[src/rtl/vga_timing_gen.sv]
// VGA pixel-timing generator: free-running H/V counters with hs/vs/blank decode,
// line/frame strobes and a frame counter, all registered and aligned to DrawX/DrawY.
module vga_timing_gen #(
    parameter int unsigned H_VISIBLE = 640,
    parameter int unsigned H_FRONT   = 16,
    parameter int unsigned H_SYNC    = 96,
    parameter int unsigned H_BACK    = 48,
    parameter int unsigned V_VISIBLE = 480,
    parameter int unsigned V_FRONT   = 10,
    parameter int unsigned V_SYNC    = 2,
    parameter int unsigned V_BACK    = 33
) (
    input  logic       vga_clk,
    input  logic       reset_n,
    output logic [9:0] DrawX,
    output logic [9:0] DrawY,
    output logic       hs,
    output logic       vs,
    output logic       blank,
    output logic       line_start,
    output logic       frame_start,
    output logic [7:0] frame_cnt
);

    localparam int unsigned H_TOTAL = H_VISIBLE + H_FRONT + H_SYNC + H_BACK;
    localparam int unsigned V_TOTAL = V_VISIBLE + V_FRONT + V_SYNC + V_BACK;

    localparam logic [9:0]  H_LAST     = 10'(H_TOTAL - 1);
    localparam logic [9:0]  V_LAST     = 10'(V_TOTAL - 1);
    // 11-bit bounds so a sync window ending exactly at 1024 still compares correctly
    localparam logic [10:0] H_VIS      = 11'(H_VISIBLE);
    localparam logic [10:0] H_SYNC_BEG = 11'(H_VISIBLE + H_FRONT);
    localparam logic [10:0] H_SYNC_END = 11'(H_VISIBLE + H_FRONT + H_SYNC);
    localparam logic [10:0] V_VIS      = 11'(V_VISIBLE);
    localparam logic [10:0] V_SYNC_BEG = 11'(V_VISIBLE + V_FRONT);
    localparam logic [10:0] V_SYNC_END = 11'(V_VISIBLE + V_FRONT + V_SYNC);

    typedef enum logic {
        ST_INIT,
        ST_RUN
    } state_t;

    state_t     r_state;
    state_t     w_state_nxt;

    logic [9:0] r_hc;
    logic [9:0] r_vc;
    logic       r_hs;
    logic       r_vs;
    logic       r_blank;
    logic       r_line_start;
    logic       r_frame_start;
    logic [7:0] r_frame_cnt;

    logic       w_h_wrap;
    logic [9:0] w_hc_nxt;
    logic [9:0] w_vc_nxt;
    logic       w_hs_nxt;
    logic       w_vs_nxt;
    logic       w_blank_nxt;
    logic       w_line_nxt;
    logic       w_frame_nxt;
    logic [7:0] w_cnt_nxt;

    // Outputs are decoded from the next-state counters so they land in the same
    // register stage as DrawX/DrawY and stay skew-free.
    always_comb begin
        w_h_wrap = (r_hc == H_LAST);
        w_hc_nxt = w_h_wrap ? '0 : r_hc + 10'd1;
        w_vc_nxt = r_vc;
        if (w_h_wrap) begin
            w_vc_nxt = (r_vc == V_LAST) ? '0 : r_vc + 10'd1;
        end

        w_blank_nxt = ({1'b0, w_hc_nxt} < H_VIS) && ({1'b0, w_vc_nxt} < V_VIS);
        w_hs_nxt    = !(({1'b0, w_hc_nxt} >= H_SYNC_BEG) && ({1'b0, w_hc_nxt} < H_SYNC_END));
        w_vs_nxt    = !(({1'b0, w_vc_nxt} >= V_SYNC_BEG) && ({1'b0, w_vc_nxt} < V_SYNC_END));
        w_line_nxt  = (w_hc_nxt == '0);
        w_frame_nxt = w_line_nxt && (w_vc_nxt == '0);
    end

    // The first frame after reset keeps frame_cnt at 0; later frame starts bump it.
    always_comb begin
        w_state_nxt = ST_RUN;
        w_cnt_nxt   = r_frame_cnt;
        if (w_frame_nxt && (r_state == ST_RUN)) begin
            w_cnt_nxt = r_frame_cnt + 8'd1;
        end
    end

    always_ff @(posedge vga_clk or negedge reset_n) begin
        if (!reset_n) begin
            r_state <= ST_INIT;
        end else begin
            r_state <= w_state_nxt;
        end
    end

    always_ff @(posedge vga_clk or negedge reset_n) begin
        if (!reset_n) begin
            r_hc          <= H_LAST;
            r_vc          <= V_LAST;
            r_hs          <= 1'b1;
            r_vs          <= 1'b1;
            r_blank       <= 1'b0;
            r_line_start  <= 1'b0;
            r_frame_start <= 1'b0;
            r_frame_cnt   <= '0;
        end else begin
            r_hc          <= w_hc_nxt;
            r_vc          <= w_vc_nxt;
            r_hs          <= w_hs_nxt;
            r_vs          <= w_vs_nxt;
            r_blank       <= w_blank_nxt;
            r_line_start  <= w_line_nxt;
            r_frame_start <= w_frame_nxt;
            r_frame_cnt   <= w_cnt_nxt;
        end
    end

    assign DrawX       = r_hc;
    assign DrawY       = r_vc;
    assign hs          = r_hs;
    assign vs          = r_vs;
    assign blank       = r_blank;
    assign line_start  = r_line_start;
    assign frame_start = r_frame_start;
    assign frame_cnt   = r_frame_cnt;

endmodule

[config.mk]
export PLATFORM = sky130hd
export DESIGN_NAME = vga_timing_gen
export DESIGN_NICKNAME = d
export VERILOG_FILES = /design/src/rtl/vga_timing_gen.sv
export SDC_FILE = /design/constraint.sdc
export NUM_CORES = 1
export LEC_CHECK = 0
export ABC_AREA = 1
export CAP_MARGIN = 5
export CORE_MARGIN = 2
export CORE_UTILIZATION = 52
export CTS_CLUSTER_DIAMETER = 200
export DETAILED_ROUTE_END_ITERATION = 6
export PLACE_DENSITY = 0.76
export SYNTH_ARGS = -nofsm -noshare
export SYNTH_HDL_FRONTEND = slang
export SYNTH_SLANG_ARGS = --single-unit
[constraint.sdc]
create_clock -name vga_clk -period 3.45 [get_ports vga_clk]
set_clock_uncertainty 0.2 [all_clocks]
set_input_delay 0.345 -clock vga_clk [delete_from_list [all_inputs] [get_ports vga_clk]]
set_output_delay 0.345 -clock vga_clk [all_outputs]
set_load 0.01 [all_outputs]
==> results.py <==
metrics = {
    "placed_design": {
        "port-buffer-count": 34,
        "dp_hpwl_um": 3040,
        "routabilityCongestion": 0.8667,
        "place_area_um2": 2389,
        "dp_slack_ns": 0.7192,
    },
    "finish": {
        "layout-drive-gt1-share": 0.1342,
        "layout_common_cells": "nand2_1 (83), clkdlybuf4s50_1 (34), inv_1 (32), dfrtp_1 (22), nor2_1 (20)",
        "area_growth_pct": 24.19,
        "design_area_um2": 2480,
        "mostFrequentLayoutCell": "nand2_1",
        "antenna_cells": 0,
        "fin_nets": 304,
    },
    "synth": {
        "yosys.area.top_type_share": 0.2757,
        "ys_seq_elements": 34,
        "synth-seq-area-share": 0.4336,
        "synth_area_leaders": "dfrtp_1 (28%), dfstp_2 (16%), nand2_1 (16%)",
        "yosys.area.top_type": "dfrtp_1",
        "synth-edff-count": 0,
        "ys.flop_type": "dfrtp_1",
        "synth.cell_area_um2": 1997,
        "yosysWarnings": 0,
        "syn_area_per_cell_um2": 7.770,
        "synth.distinct_cells": 27,
        "synthArstFlopShare": 1.000,
        "synth.net_count": 264,
        "synthCells": 257,
    },
    "worst_setup_path": {
        "crit_top_cell": "nand2_1",
        "cp-start-kind": "register",
        "reg2reg_depth": 12,
        "path_max_fanout": 12,
        "cpPeakStageDelay_ns": 0.58,
        "worstSetupEndpointType": "register",
        "crit_chain": "ha_1 > nand2_2 > nor2_4 > inv_2 > nor2_4 > nand2_1 > xor2_1 > nand3_2 > nor2_8 > nand3_4 > nand2_1 > nand2_1",
        "r2r_slack_ns": 0.71,
        "worst-path-buf-inv": 1,
        "r2r_start": "DrawX[0]",
        "critical_path_class": "register to register",
        "cp.required_ns": 3.42,
        "reg2reg_to": "frame_cnt[6]",
        "worstPathArrival_ns": 2.71,
        "critPathTopFamily": "simple AND/OR/NAND/NOR gates",
        "crit_slowest_cell": "dfstp_2",
    },
    "power": {
        "leakage_nw": 1.229,
        "p_per_area_nw_per_um2": 289.2,
        "ir_drop_mv": 0.2236,
    },
    "routing": {
        "ant_nets": 0,
        "initialDrtViolationCount": 83,
        "via_per_inst": 5.139,
        "avgRoutedWirePerCell_um": 11.88,
        "dr.pass1.iters": 4,
        "num_vias": 1778,
        "drc_errors": 0,
        "finalWirelength_um": 4109,
    },
    "timing": {
        "report.final.slew_viol_count": 0,
        "max_freq_ghz": 0.3653,
        "setup_violations": 0,
        "timing.final.ws_setup_ns": 0.7124,
        "fin_setup_tns_ns": 0,
        "fin_crit_ns": 2.738,
        "rsz0062_at_grt": "false",
        "fin_crit_sh": 0.7935,
        "finalHoldViolations": 0,
    },
    "die": {
        "initial_core_util": 0.5414,
        "core-area_um2": 3689,
        "die_h_um": 65.97,
        "io_pins": 35,
        "fp.dieW_um": 65.97,
        "dieArea_um2": 4352,
        "rows": 22,
    },
    "clock_network": {
        "h-tree-depth": 2,
        "postCtsHoldBufs": 0,
        "cts_tree": "yes",
        "clk_latency_ns": 0.29,
        "cts_resized": 0,
        "numCtsBuffers": 5,
        "clk_path_buf_depth": 2,
        "cts_setup_buffers": 0,
        "path_clk_slew_ns": 0.07,
        "cts_sinks": 34,
        "root_buffer": "clkbuf_8",
    },
    "global_route": {
        "grt_pass1_wl_um": 7024,
        "grt_pass1_vias": 1642,
        "grt_usage": 0.2121,
        "antenna_found_initial": 0,
        "grt_max_degree": 35,
        "overflow": 0,
    },
    "hold_path": {
        "worst_hold_path_type": "input pin to async pin",
    },
    "status": {
        "status": "complete, no violations",
    },
    "run": {
        "maxCapViolations": 0,
    },
}
[cell families after synthesis]
kind of cell             Yosys count  synth area share
AND/OR/NAND/NOR                  155            0.3822
flip-flops                        34            0.4336
adder cells (fa/ha/maj)            5           0.03133
other                              1          0.001878
AO/OA/AOI/OAI                     12           0.03258
buffers and inverters             42           0.08333
XOR/XNOR                           8           0.03509
[registers in the layout, summed over array words and instances (netlist names)]
| register | cells |
|---|---|
| frame_cnt | 8 |
| line_start | 1 |
| blank | 1 |
| hs | 1 |
| frame_start | 1 |
| vs | 1 |
| DrawX | 10 |
| r_state | 1 |
| DrawY | 10 |
[per-stage QoR]
| step | cells | total power [mW] | hold slack, ns | utilization |
|---|---|---|---|---|
| global route | 346 | 0.7424 | 0.3047 | 0.6723 |
| detailed placement | 338 | 0.4186 | 0.3188 | 0.6476 |
| finish | 346 | 0.7171 | 0.2628 | 0.6723 |
| CTS | 346 | 0.7288 | 0.2703 | 0.6723 |
| floorplan | 257 | 0.4089 | -0.1506 | - |
| global placement | 338 | 0.4185 | 0.3036 | 0.6476 |
[power breakdown]
| part | internal [mW] | leakage, nW | switching [mW] |
|---|---|---|---|
| logic | 0.00179 | 0.761 | 0.00753 |
| registers | 0.400 | 0.420 | 0.00185 |
| clock network | 0.161 | 0.0482 | 0.145 |
| total | 0.563 | 1.23 | 0.155 |
[synth_stat cells, drive strengths merged, types with 5 or more instances]
cell   count
o21ai     10
nand3     22
inv       39
xor2       6
nand4     14
nor2      25
nand2     86
ha         5
dfrtp     22
dfstp     12
nor3       6
[layer usage]
layer / global-route usage / share of wire
met1: 0.2725 / 0.46
met2: 0.3497 / 0.47
met3: 0.05451 / 0.052
met4: 0.06888 / 0.011
met5: 0 / 0
[worst max path at each step]
| stage | from | end | slack [ns] | cells past startpoint |
|---|---|---|---|---|
| floorplan | DrawX[0] | frame_cnt[3] | 1.02 | 13 |
| global placement | DrawX[0] | frame_cnt[5] | 0.87 | 12 |
| detailed placement | DrawX[0] | frame_cnt[6] | 0.72 | 12 |
| CTS | DrawX[0] | frame_cnt[6] | 0.69 | 12 |
| global route | DrawX[0] | frame_cnt[5] | 0.50 | 12 |
| finish | DrawX[0] | frame_cnt[6] | 0.71 | 12 |
[worst reg2reg max path, delay by kind of cell (launching register included)]
family / cells / cell delay [ns]
flip-flops: 1 / 0.58
AND/OR/NAND/NOR: 9 / 1.33
adder cells (fa/ha/maj): 1 / 0.21
XOR/XNOR: 1 / 0.24
buffers and inverters: 1 / 0.08
[area by class of cell]
| type | instances | area (um2) |
|---|---|---|
| tap | 48 | 60.06 |
| multi-input combinational | 181 | 964.7 |
| fill | 332 | 1209 |
| clock inverter | 1 | 5.005 |
| clock buffer | 7 | 86.33 |
| timing repair buffer | 35 | 347.8 |
| inverter | 40 | 150.1 |
| sequential | 34 | 865.8 |
Power figures use the tool's default switching activity.
